<file path="config.mk">
export PLATFORM = sky130hd
export DESIGN_NAME = activation_streamer
export DESIGN_NICKNAME = d
export VERILOG_FILES = /design/src/rtl/activation_streamer.sv
export SDC_FILE = /design/constraint.sdc
export NUM_CORES = 2
export LEC_CHECK = 0
export ABC_AREA = 1
export BUFFER_PORTS_ARGS = -buffer_cell sky130_fd_sc_hd__buf_2
export CAP_MARGIN = 20
export CORE_MARGIN = 2
export CORE_UTILIZATION = 40
export CTS_CLUSTER_SIZE = 20
export DETAILED_ROUTE_END_ITERATION = 10
export PLACE_DENSITY = 0.51
export SYNTH_ARGS = -nofsm -noshare
export SYNTH_HDL_FRONTEND = slang
export SYNTH_SLANG_ARGS = --single-unit
</file>
<file path="constraint.sdc">
create_clock -name clk -period 5.3 [get_ports clk]
set_clock_uncertainty 0.05 [all_clocks]
set_input_delay 1.06 -clock clk [delete_from_list [all_inputs] [get_ports clk]]
set_output_delay 1.06 -clock clk [all_outputs]
set_load 0.02 [all_outputs]
</file>
<file path="src/rtl/activation_streamer.sv">
// ============================================================================
// activation_streamer: buffers one n x n activation map and streams it in raster
// order to the sliding-window convolver, then pads with zeros until end_conv.
// Revision: 1.0
// ============================================================================
`default_nettype none

module activation_streamer #(
    parameter int N         = 16,
    parameter int MAP_N     = 10,
    parameter int AW        = 7,
    parameter int DRAIN_MAX = 4
) (
    input  logic          clk,
    input  logic          global_rst,
    input  logic          wr_en,
    input  logic [AW-1:0] wr_addr,
    input  logic [N-1:0]  wr_data,
    input  logic          start,
    input  logic          stall,
    input  logic          end_conv_in,
    output logic [N-1:0]  act_out,
    output logic          ce_out,
    output logic          conv_clr,
    output logic          busy,
    output logic          done,
    output logic          err_timeout
);

    localparam int              DEPTH = MAP_N * MAP_N;
    localparam logic [AW-1:0]   LAST  = AW'(DEPTH - 1);
    localparam int              DCW   = $clog2(DRAIN_MAX + 1);
    localparam logic [DCW-1:0]  DMAX  = DCW'(DRAIN_MAX);

    typedef enum logic [2:0] {
        S_IDLE   = 3'd0,
        S_CLEAR  = 3'd1,
        S_STREAM = 3'd2,
        S_DRAIN  = 3'd3,
        S_DONE   = 3'd4
    } state_t;

    state_t          state_q, state_d;
    logic [AW-1:0]   ptr_q, ptr_d;
    logic [DCW-1:0]  drain_q, drain_d;
    logic [N-1:0]    act_q, act_d;
    logic            ce_q, ce_d;
    logic            clr_q, clr_d;
    logic            done_q, done_d;
    logic            err_q, err_d;

    logic [N-1:0]    mem_q [DEPTH];
    logic [N-1:0]    rd_data_q;
    logic [AW-1:0]   rd_addr;
    logic            mem_we;
    logic [DCW-1:0]  drain_inc;

    // Writes are only accepted while idle, so the map is frozen during a stream.
    assign mem_we    = (state_q == S_IDLE) && wr_en && (wr_addr <= LAST);
    assign drain_inc = drain_q + DCW'(1);

    always_ff @(posedge clk) begin
        if (mem_we) begin
            mem_q[wr_addr] <= wr_data;
        end
        rd_data_q <= mem_q[rd_addr];
    end

    always_ff @(posedge clk or posedge global_rst) begin
        if (global_rst) begin
            state_q <= S_IDLE;
            ptr_q   <= '0;
            drain_q <= '0;
            act_q   <= '0;
            ce_q    <= 1'b0;
            clr_q   <= 1'b0;
            done_q  <= 1'b0;
            err_q   <= 1'b0;
        end else begin
            state_q <= state_d;
            ptr_q   <= ptr_d;
            drain_q <= drain_d;
            act_q   <= act_d;
            ce_q    <= ce_d;
            clr_q   <= clr_d;
            done_q  <= done_d;
            err_q   <= err_d;
        end
    end

    always_comb begin
        state_d = state_q;
        ptr_d   = ptr_q;
        drain_d = drain_q;
        act_d   = act_q;
        ce_d    = 1'b0;
        clr_d   = 1'b0;
        done_d  = 1'b0;
        err_d   = err_q;
        rd_addr = ptr_q;

        case (state_q)
            S_IDLE: begin
                if (start) begin
                    state_d = S_CLEAR;
                    err_d   = 1'b0;
                end
            end
            S_CLEAR: begin
                clr_d   = 1'b1;
                ptr_d   = '0;
                rd_addr = '0;
                state_d = S_STREAM;
            end
            S_STREAM: begin
                // rd_data_q always holds buffer[ptr_q]; on advance, prefetch the next word.
                if (!stall) begin
                    act_d = rd_data_q;
                    ce_d  = 1'b1;
                    if (ptr_q == LAST) begin
                        state_d = S_DRAIN;
                        drain_d = '0;
                    end else begin
                        ptr_d   = ptr_q + AW'(1);
                        rd_addr = ptr_q + AW'(1);
                    end
                end
            end
            S_DRAIN: begin
                act_d = '0;
                if (end_conv_in) begin
                    state_d = S_DONE;
                end else if (!stall) begin
                    ce_d    = 1'b1;
                    drain_d = drain_inc;
                    if (drain_inc == DMAX) begin
                        state_d = S_DONE;
                        err_d   = 1'b1;
                    end
                end
            end
            S_DONE: begin
                done_d  = 1'b1;
                act_d   = '0;
                drain_d = '0;
                state_d = S_IDLE;
            end
            default: begin
                state_d = S_IDLE;
            end
        endcase
    end

    assign act_out     = act_q;
    assign ce_out      = ce_q;
    assign conv_clr    = clr_q;
    assign done        = done_q;
    assign err_timeout = err_q;
    assign busy        = (state_q != S_IDLE);

endmodule

`default_nettype wire
</file>
After elaboration in Yosys (flattened, before gate mapping)

Memories as Yosys holds them, arrays and structs flattened. A register that Yosys moved wholly into a read port is not among the register bits.
Index checks and enable logic that the tools add are counted.

Register bits after elaboration: 33
Memory bits (writable): 1600
Output and inout bits: 21
Memories kept: 1

Memory list:

| memory | depth | width | rd ports | clocked after memory_dff | wr ports | line | text |
|---|---|---|---|---|---|---|---|
| mem_q  | 100   | 16    | 1        | 1                        | 1        | 52   | `logic [N-1:0] mem_q [DEPTH];` |

Add/subtract/negate cells: 2
Order comparisons: 1
Equality and inequality tests: 14
Multiplexer cells: 29
Reductions and logical operators: 12

Operator list:

| cell                                          | count |
|---|---|
| case mux 16 bit (2 select lines)              | 1 |
| two-way mux 3 bit                             | 10 |
| two-way mux 16 bit                            | 1 |
| AND reduction 5 bit                           | 3 |
| two-way mux 7 bit                             | 2 |
| case mux 7 bit (2 select lines)               | 1 |
| inequality test 2 bit, second input constant  | 6 |
| case mux 3 bit (4 select lines)               | 1 |
| two-way mux 1 bit                             | 10 |
| case mux 3 bit (3 select lines)               | 1 |
| adder 7 x 1 -> 7 bit, second input constant   | 1 |
| == test 7 bit, second input constant          | 1 |
| <= comparator 7 bit, second input constant    | 1 |
| == test 3 x 2 -> 1 bit, second input constant | 2 |
| == test 3 bit, second input constant          | 2 |
| inequality test 3 bit, second input constant  | 2 |
| nonzero test 3 bit                            | 2 |
| case mux 1 bit (2 select lines)               | 2 |
| nonzero test 2 bit                            | 2 |
| adder 3 x 1 -> 3 bit, second input constant   | 1 |
| == test 3 x 1 -> 1 bit, second input constant | 1 |
| logical NOT 3 bit                             | 1 |
| logical AND 1 bit                             | 2 |
| AND reduction 2 bit                           | 1 |
| OR reduction 2 bit                            | 1 |

Longest topological paths before layout

Depth after elaboration: 6
Gate-level depth with buffers: 19

Worst setup path before layout

No wires, ideal clock.

Path kind: input to register
Start point: input wr_addr[3]
End point: memory mem_q[16][0], enable pin
Library setup time: 0.388 ns
Data arrival time: 2.719 ns
Data required time: 4.862 ns
Path slack: 2.142 ns
Stages on the path: 8
Path through: nor2_1 nand2_1 nand2_1 nand3_1 nor2_1 nand3_1 clkbuf_1 nor2_1

Cells in the longest elaborated chain, start to end: 4

RTL lines:

| element                                 | line | text |
|---|---|---|
| from (decl)                             | 17   | `input logic [AW-1:0] wr_addr,` |
| <= comparator 7 bit                     | 59   | `assign mem_we = (state_q == S_IDLE) && wr_en && (wr_addr <= LAST);` |
| logical AND 1 bit                       | 59   |  |
| two-way mux 1 bit                       | 63   | `if (mem_we) begin` |
| two-way mux 1 bit (implied by the code) | 64   | `mem_q[wr_addr] <= wr_data;` |
| to (decl)                               | 52   |  |

Several ways; a longest one is shown, not always the timed one.

Worst setup path in the final report

Start point: register ptr_q[0]
End point: register rd_data_q[4] (read register of mem_q)

Cells in the longest elaborated chain, start to end: 4

RTL lines:

| element                                               | line     | text |
|---|---|---|
| from (decl)                                           | 44       | `logic [AW-1:0] ptr_q, ptr_d;` |
| from (signal assigned)                                | 81       | `ptr_q <= ptr_d;` |
| adder 7 x 1 -> 7 bit or == test 7 bit (tied branches) | 125, 120 |  |
| two-way mux 7 bit (2 in a row)                        | n/a      |  |
| case mux 7 bit (2 select lines) *                     | n/a      |  |
| to (decl)                                             | 53       | `logic [N-1:0] rd_data_q;` |

Every way passes the cells marked *; elsewhere a longest branch is shown, timed or not.
A chain may end at the register's enable or synchronous reset.

==> flow_summary.html <==
<table>
<tr><th>Metric</th><th>Value</th></tr>
<tr><th colspan="2">Status</th></tr>
<tr><td>Status</td><td>finished clean</td></tr>
<tr><th colspan="2">Min path</th></tr>
<tr><td>Class of the tightest hold or removal check</td><td>input pin to async pin</td></tr>
<tr><th colspan="2">Logic synthesis</th></tr>
<tr><td>Synth Instances</td><td>between 5000 and 6000</td></tr>
<tr><td>Mean cell area of the mapped netlist</td><td>approximately 12 sq um</td></tr>
<tr><td>Cell type with the largest total area after synthesis</td><td>sky130_fd_sc_hd__edfxtp_1</td></tr>
<tr><td>Number of flops mapped to enable cells by yosys</td><td>1600</td></tr>
<tr><td>Most area-consuming cells after synthesis</td><td>sky130_fd_sc_hd__edfxtp_1 71%, sky130_fd_sc_hd__nand3_1 11%, sky130_fd_sc_hd__nand2_1 11%</td></tr>
<tr><td>Most instantiated flip-flop cell in the synthesis netlist</td><td>sky130_fd_sc_hd__edfxtp_1</td></tr>
<tr><td>Sequential area share after synthesis</td><td>72.7%</td></tr>
<tr><td>FF+latch count, synth</td><td>roughly 1600</td></tr>
<tr><td>Async S/R FF share, synth</td><td>2.00%</td></tr>
<tr><td>Synthesized Nets</td><td>a little under 6000</td></tr>
<tr><td>Share of the synthesized area in the top cell type</td><td>71.0%</td></tr>
<tr><td>Area of the mapped netlist</td><td>67700 sq um</td></tr>
<tr><td>Distinct cells, synth</td><td>34</td></tr>
<tr><td>Warning count from the yosys run</td><td>0</td></tr>
<tr><th colspan="2">Power</th></tr>
<tr><td>Clock share of power</td><td>25.8%</td></tr>
<tr><td>Pwr dens</td><td>599 nW/um^2</td></tr>
<tr><td>Total Power Consumption</td><td>45.8 mW</td></tr>
<tr><td>Switch share</td><td>42.7%</td></tr>
<tr><td>Register share of total power</td><td>between 30% and 40%</td></tr>
<tr><td>Cell-internal power</td><td>26.3 mW</td></tr>
<tr><td>Switching Power</td><td>19.5 mW</td></tr>
<tr><td>IR drop worst, VDD</td><td>1.04 mV</td></tr>
<tr><td>Leakage Power</td><td>27.9 nW</td></tr>
<tr><td>Share of power burned in combinational logic</td><td>42.1%</td></tr>
<tr><th colspan="2">Placement</th></tr>
<tr><td>Port-buffer cells</td><td>49</td></tr>
<tr><td>Placed cell count</td><td>7933</td></tr>
<tr><td>Placer congestion estimate</td><td>0.830</td></tr>
<tr><td>Post-DP HPWL</td><td>116000 microns</td></tr>
<tr><th colspan="2">Clock network</th></tr>
<tr><td>Clock sinks</td><td>1649</td></tr>
<tr><td># hold bufs at CTS</td><td>0</td></tr>
<tr><td>CTS tree</td><td>done</td></tr>
<tr><td>Post-CTS Setup Inserts</td><td>0</td></tr>
<tr><td>Maximum count of clock buffers along a single path</td><td>3</td></tr>
<tr><td>Clock buffers created by TritonCTS</td><td>175</td></tr>
<tr><td># resized after CTS</td><td>0</td></tr>
<tr><td>H-tree levels</td><td>4</td></tr>
<tr><td>Clk slew on worst S/H paths</td><td>around 0.06 ns</td></tr>
<tr><td>Library cell used as clock root buffer</td><td>sky130_fd_sc_hd__clkbuf_16</td></tr>
<tr><td>Worst-skew pair later-pin latency</td><td>0.82 ns</td></tr>
<tr><th colspan="2">Setup path</th></tr>
<tr><td>Source of the critical timing path</td><td>ptr_q[0]</td></tr>
<tr><td>Data arrival time of the critical path</td><td>4.86 ns</td></tr>
<tr><td>Category of the most critical setup path</td><td>flip-flop to flip-flop</td></tr>
<tr><td>Kind of end point of the critical path</td><td>flip-flop</td></tr>
<tr><td>Type of origin of the critical path</td><td>flip-flop</td></tr>
<tr><td>Startpoint of the lowest-slack register-to-register path</td><td>ptr_q[0]</td></tr>
<tr><td>CP Max Fanout</td><td>21</td></tr>
<tr><td>Data required, critical path</td><td>5.96 ns</td></tr>
<tr><th colspan="2">Cells and area</th></tr>
<tr><td>Layout Nets</td><td>5938</td></tr>
<tr><td>Ratio of cells with drive above 1 in the final layout</td><td>approximately 8.8%</td></tr>
<tr><td>Filler cell count in the final layout</td><td>15300</td></tr>
<tr><td>Area growth from synthesis to layout</td><td>13.1%</td></tr>
<tr><td>Non-Filler Instances</td><td>8260</td></tr>
<tr><td>Sequential standard cell area</td><td>between 40000 and 50000 sq um</td></tr>
<tr><td>Area occupied by multi-input gates</td><td>approximately 16000 sq um</td></tr>
<tr><th colspan="2">Detailed routing</th></tr>
<tr><td>Via density per instance</td><td>5.46</td></tr>
<tr><td>Routed wirelength normalized by instance count</td><td>approximately 25 microns</td></tr>
<tr><td>Wire length after detailed routing</td><td>around 210000 microns</td></tr>
<tr><td>Iteration count of the initial detailed-routing pass</td><td>6</td></tr>
<tr><td>Post-route DRC violation count</td><td>0</td></tr>
<tr><td>Drt first-iter violations</td><td>around 4700</td></tr>
<tr><td>Vias post-DR</td><td>45100</td></tr>
<tr><td>Antenna viol nets, final</td><td>0</td></tr>
<tr><th colspan="2">Floorplanning</th></tr>
<tr><td>Number of rows in the core area</td><td>150</td></tr>
<tr><td>Height of the die</td><td>415 microns</td></tr>
<tr><td>Count of boundary I/O pins</td><td>50</td></tr>
<tr><td>Initial cell density of the core</td><td>between 40% and 50%</td></tr>
<tr><td>Core Region</td><td>168000 sq um</td></tr>
<tr><td>Die boundary width</td><td>between 400 and 500 microns</td></tr>
<tr><td>Area of the die</td><td>173000 sq um</td></tr>
<tr><th colspan="2">GRT</th></tr>
<tr><td>Via count of the first global-routing pass</td><td>between 40000 and 50000</td></tr>
<tr><td>Antenna violations before repair</td><td>11</td></tr>
<tr><td>Overflow after GRT</td><td>0</td></tr>
<tr><td>First-pass GRT wire length</td><td>~300000 microns</td></tr>
<tr><td>Global router's overall resource usage</td><td>23.7%</td></tr>
<tr><td>Pin count of the biggest net entering global routing</td><td>roughly 180</td></tr>
<tr><th colspan="2">Timing</th></tr>
<tr><td>Unrepaired setup endpoints after global routing</td><td>no</td></tr>
<tr><td>Final period demand of the worst path</td><td>4.21 ns</td></tr>
<tr><td>Maximum clock frequency</td><td>between 0.2 and 0.25 GHz</td></tr>
<tr><td>Number of hold-slack violations in the final timing report</td><td>0</td></tr>
<tr><td>Number of setup violations in the final report</td><td>0</td></tr>
<tr><td>Number of pins with negative max-slew slack in the final report</td><td>0</td></tr>
<tr><td>Post-route fraction of the period consumed by the critical path</td><td>79.3%</td></tr>
<tr><td>Final total negative setup slack</td><td>0 ns</td></tr>
<tr><td>Slew of the pin with the lowest slew margin</td><td>1.05 ns</td></tr>
<tr><td>Normalized max-slew margin</td><td>30.0%</td></tr>
<tr><th colspan="2">Job</th></tr>
<tr><td>Max cap viols</td><td>0</td></tr>
</table>
-- synth_stat cells, types with 9 or more instances --
cell                       instances
sky130_fd_sc_hd__nand2_1        1933
sky130_fd_sc_hd__nand3b_1         17
sky130_fd_sc_hd__dfxtp_1          16
sky130_fd_sc_hd__clkbuf_1        103
sky130_fd_sc_hd__nand3_1        1519
sky130_fd_sc_hd__buf_4            29
sky130_fd_sc_hd__dfrtp_1          33
sky130_fd_sc_hd__edfxtp_1       1600
sky130_fd_sc_hd__o211ai_1         11
sky130_fd_sc_hd__inv_2             9
sky130_fd_sc_hd__inv_1            73
sky130_fd_sc_hd__o21ai_0          41
sky130_fd_sc_hd__nor2_1          157
sky130_fd_sc_hd__buf_2           217
sky130_fd_sc_hd__buf_1            31
sky130_fd_sc_hd__a22o_1           16
sky130_fd_sc_hd__buf_6             9
-- stage by stage --
step                hold slack [ns]  instance area [sq um]  worst slack (ns)  utilization (%)
finish                        0.367                  76600              1.09             45.7
global placement              0.387                  71100             0.487             42.4
detailed placement            0.393                  71100             0.557             42.4
floorplan                     0.383                  67700              2.14                -
global route                  0.409                  76500             0.924             45.7
CTS                           0.368                  76500              1.10             45.7
-- critical path, cell delays in order (launching register included) --
cell	delay, ns
sky130_fd_sc_hd__dfrtp_1	0.42
sky130_fd_sc_hd__ha_1	0.24
sky130_fd_sc_hd__nand2_1	0.06
sky130_fd_sc_hd__inv_1	0.04
sky130_fd_sc_hd__nand3_1	0.24
sky130_fd_sc_hd__nand2_1	0.14
sky130_fd_sc_hd__nand3_1	0.24
sky130_fd_sc_hd__nand3_4	0.56
sky130_fd_sc_hd__inv_4	0.50
sky130_fd_sc_hd__buf_4	0.42
sky130_fd_sc_hd__nand3_1	0.12
sky130_fd_sc_hd__nand3_1	0.18
sky130_fd_sc_hd__nand3_1	0.44
sky130_fd_sc_hd__nand3_1	0.34
sky130_fd_sc_hd__nand2_1	0.07
-- layer usage --
metal | vias up | global-route usage [%] | routed length [microns]
li1 | 20700 | - | -
met1 | 22600 | 33.8 | 90400
met2 | 1558 | 37.5 | 96900
met3 | 299 | 3.21 | 13100
met4 | 4 | 7.85 | 6460
met5 | - | 0 | 23
-- sequential cells by signal (all words and copies together) (netlist names) --
name and flops:
act_out 16, err_timeout 1, state_q 3, done 1, ce_out 1, ptr_q 7, mem_q 1600, rd_data_q 16
drain_q 3, conv_clr 1
-- layout make-up --
type | count | area share, %
Antenna cell | 3 | 0.00981
Clock buffer | 237 | 6.16
Clock inverter | 87 | 0.994
Inverter | 82 | 0.415
Multi-Input combinational cell | 3729 | 21.4
Sequential cell | 1649 | 64.3
Tap cell | 2204 | 3.60
Timing Repair Buffer | 269 | 3.16
-- worst paths after layout --
| path | endpoint | slack [ns] | cells past startpoint |
|---|---|---|---|
| worst max-delay path | rd_data_q[4] | 1.09 | 14 |
| worst min-delay path | ce_out | 0.37 | 2 |
| worst max register to register | rd_data_q[4] | 1.09 | 14 |
| worst min register to register | act_out[12] | 0.40 | 1 |
| max in group asynchronous | ptr_q[1] | 4.18 | 2 |
| min in group clk | act_out[12] | 0.40 | 1 |
-- layout by cell type (no fill, tap or decap), types with 7 or more instances in the layout --
cell type / n
sky130_fd_sc_hd__buf_4: 197
sky130_fd_sc_hd__nand3_1: 1518
sky130_fd_sc_hd__buf_2: 33
sky130_fd_sc_hd__bufinv_16: 7
sky130_fd_sc_hd__clkbuf_1: 53
sky130_fd_sc_hd__inv_1: 71
sky130_fd_sc_hd__a31oi_1: 7
sky130_fd_sc_hd__clkinv_1: 41
sky130_fd_sc_hd__o21ai_0: 40
sky130_fd_sc_hd__dfxtp_1: 16
sky130_fd_sc_hd__nand3b_1: 17
sky130_fd_sc_hd__inv_2: 9
sky130_fd_sc_hd__clkbuf_8: 8
sky130_fd_sc_hd__buf_12: 38
sky130_fd_sc_hd__o211ai_1: 11
sky130_fd_sc_hd__nor2_1: 155
sky130_fd_sc_hd__clkinv_2: 21
sky130_fd_sc_hd__clkbuf_16: 176
sky130_fd_sc_hd__nand2_1: 1933
sky130_fd_sc_hd__edfxtp_1: 1600
sky130_fd_sc_hd__dfrtp_1: 33
sky130_fd_sc_hd__a22o_1: 16
-- power groups by stage --
stage / registers [mW] / clock network (mW) / logic, mW
3_3_place_gp: 15.0 / 0 / 19.4
5_1_grt: 14.7 / 12.5 / 21.1
2_1_floorplan: 14.9 / 0 / 12.0
6_report: 14.7 / 11.8 / 19.3
3_5_place_dp: 15.0 / 0 / 19.4
4_1_cts: 14.7 / 12.0 / 19.4
-- logic make-up after synthesis --
kind of cell    Yosys count  share of synthesized area (%)
flops                  1649                           72.7
fa+ha+maj                 3                         0.0554
compound gates           80                          0.760
xor+xnor                  2                         0.0259
simple gates           3644                           23.2
buf+inv                 472                           3.28
Power figures use the tool's default switching activity.
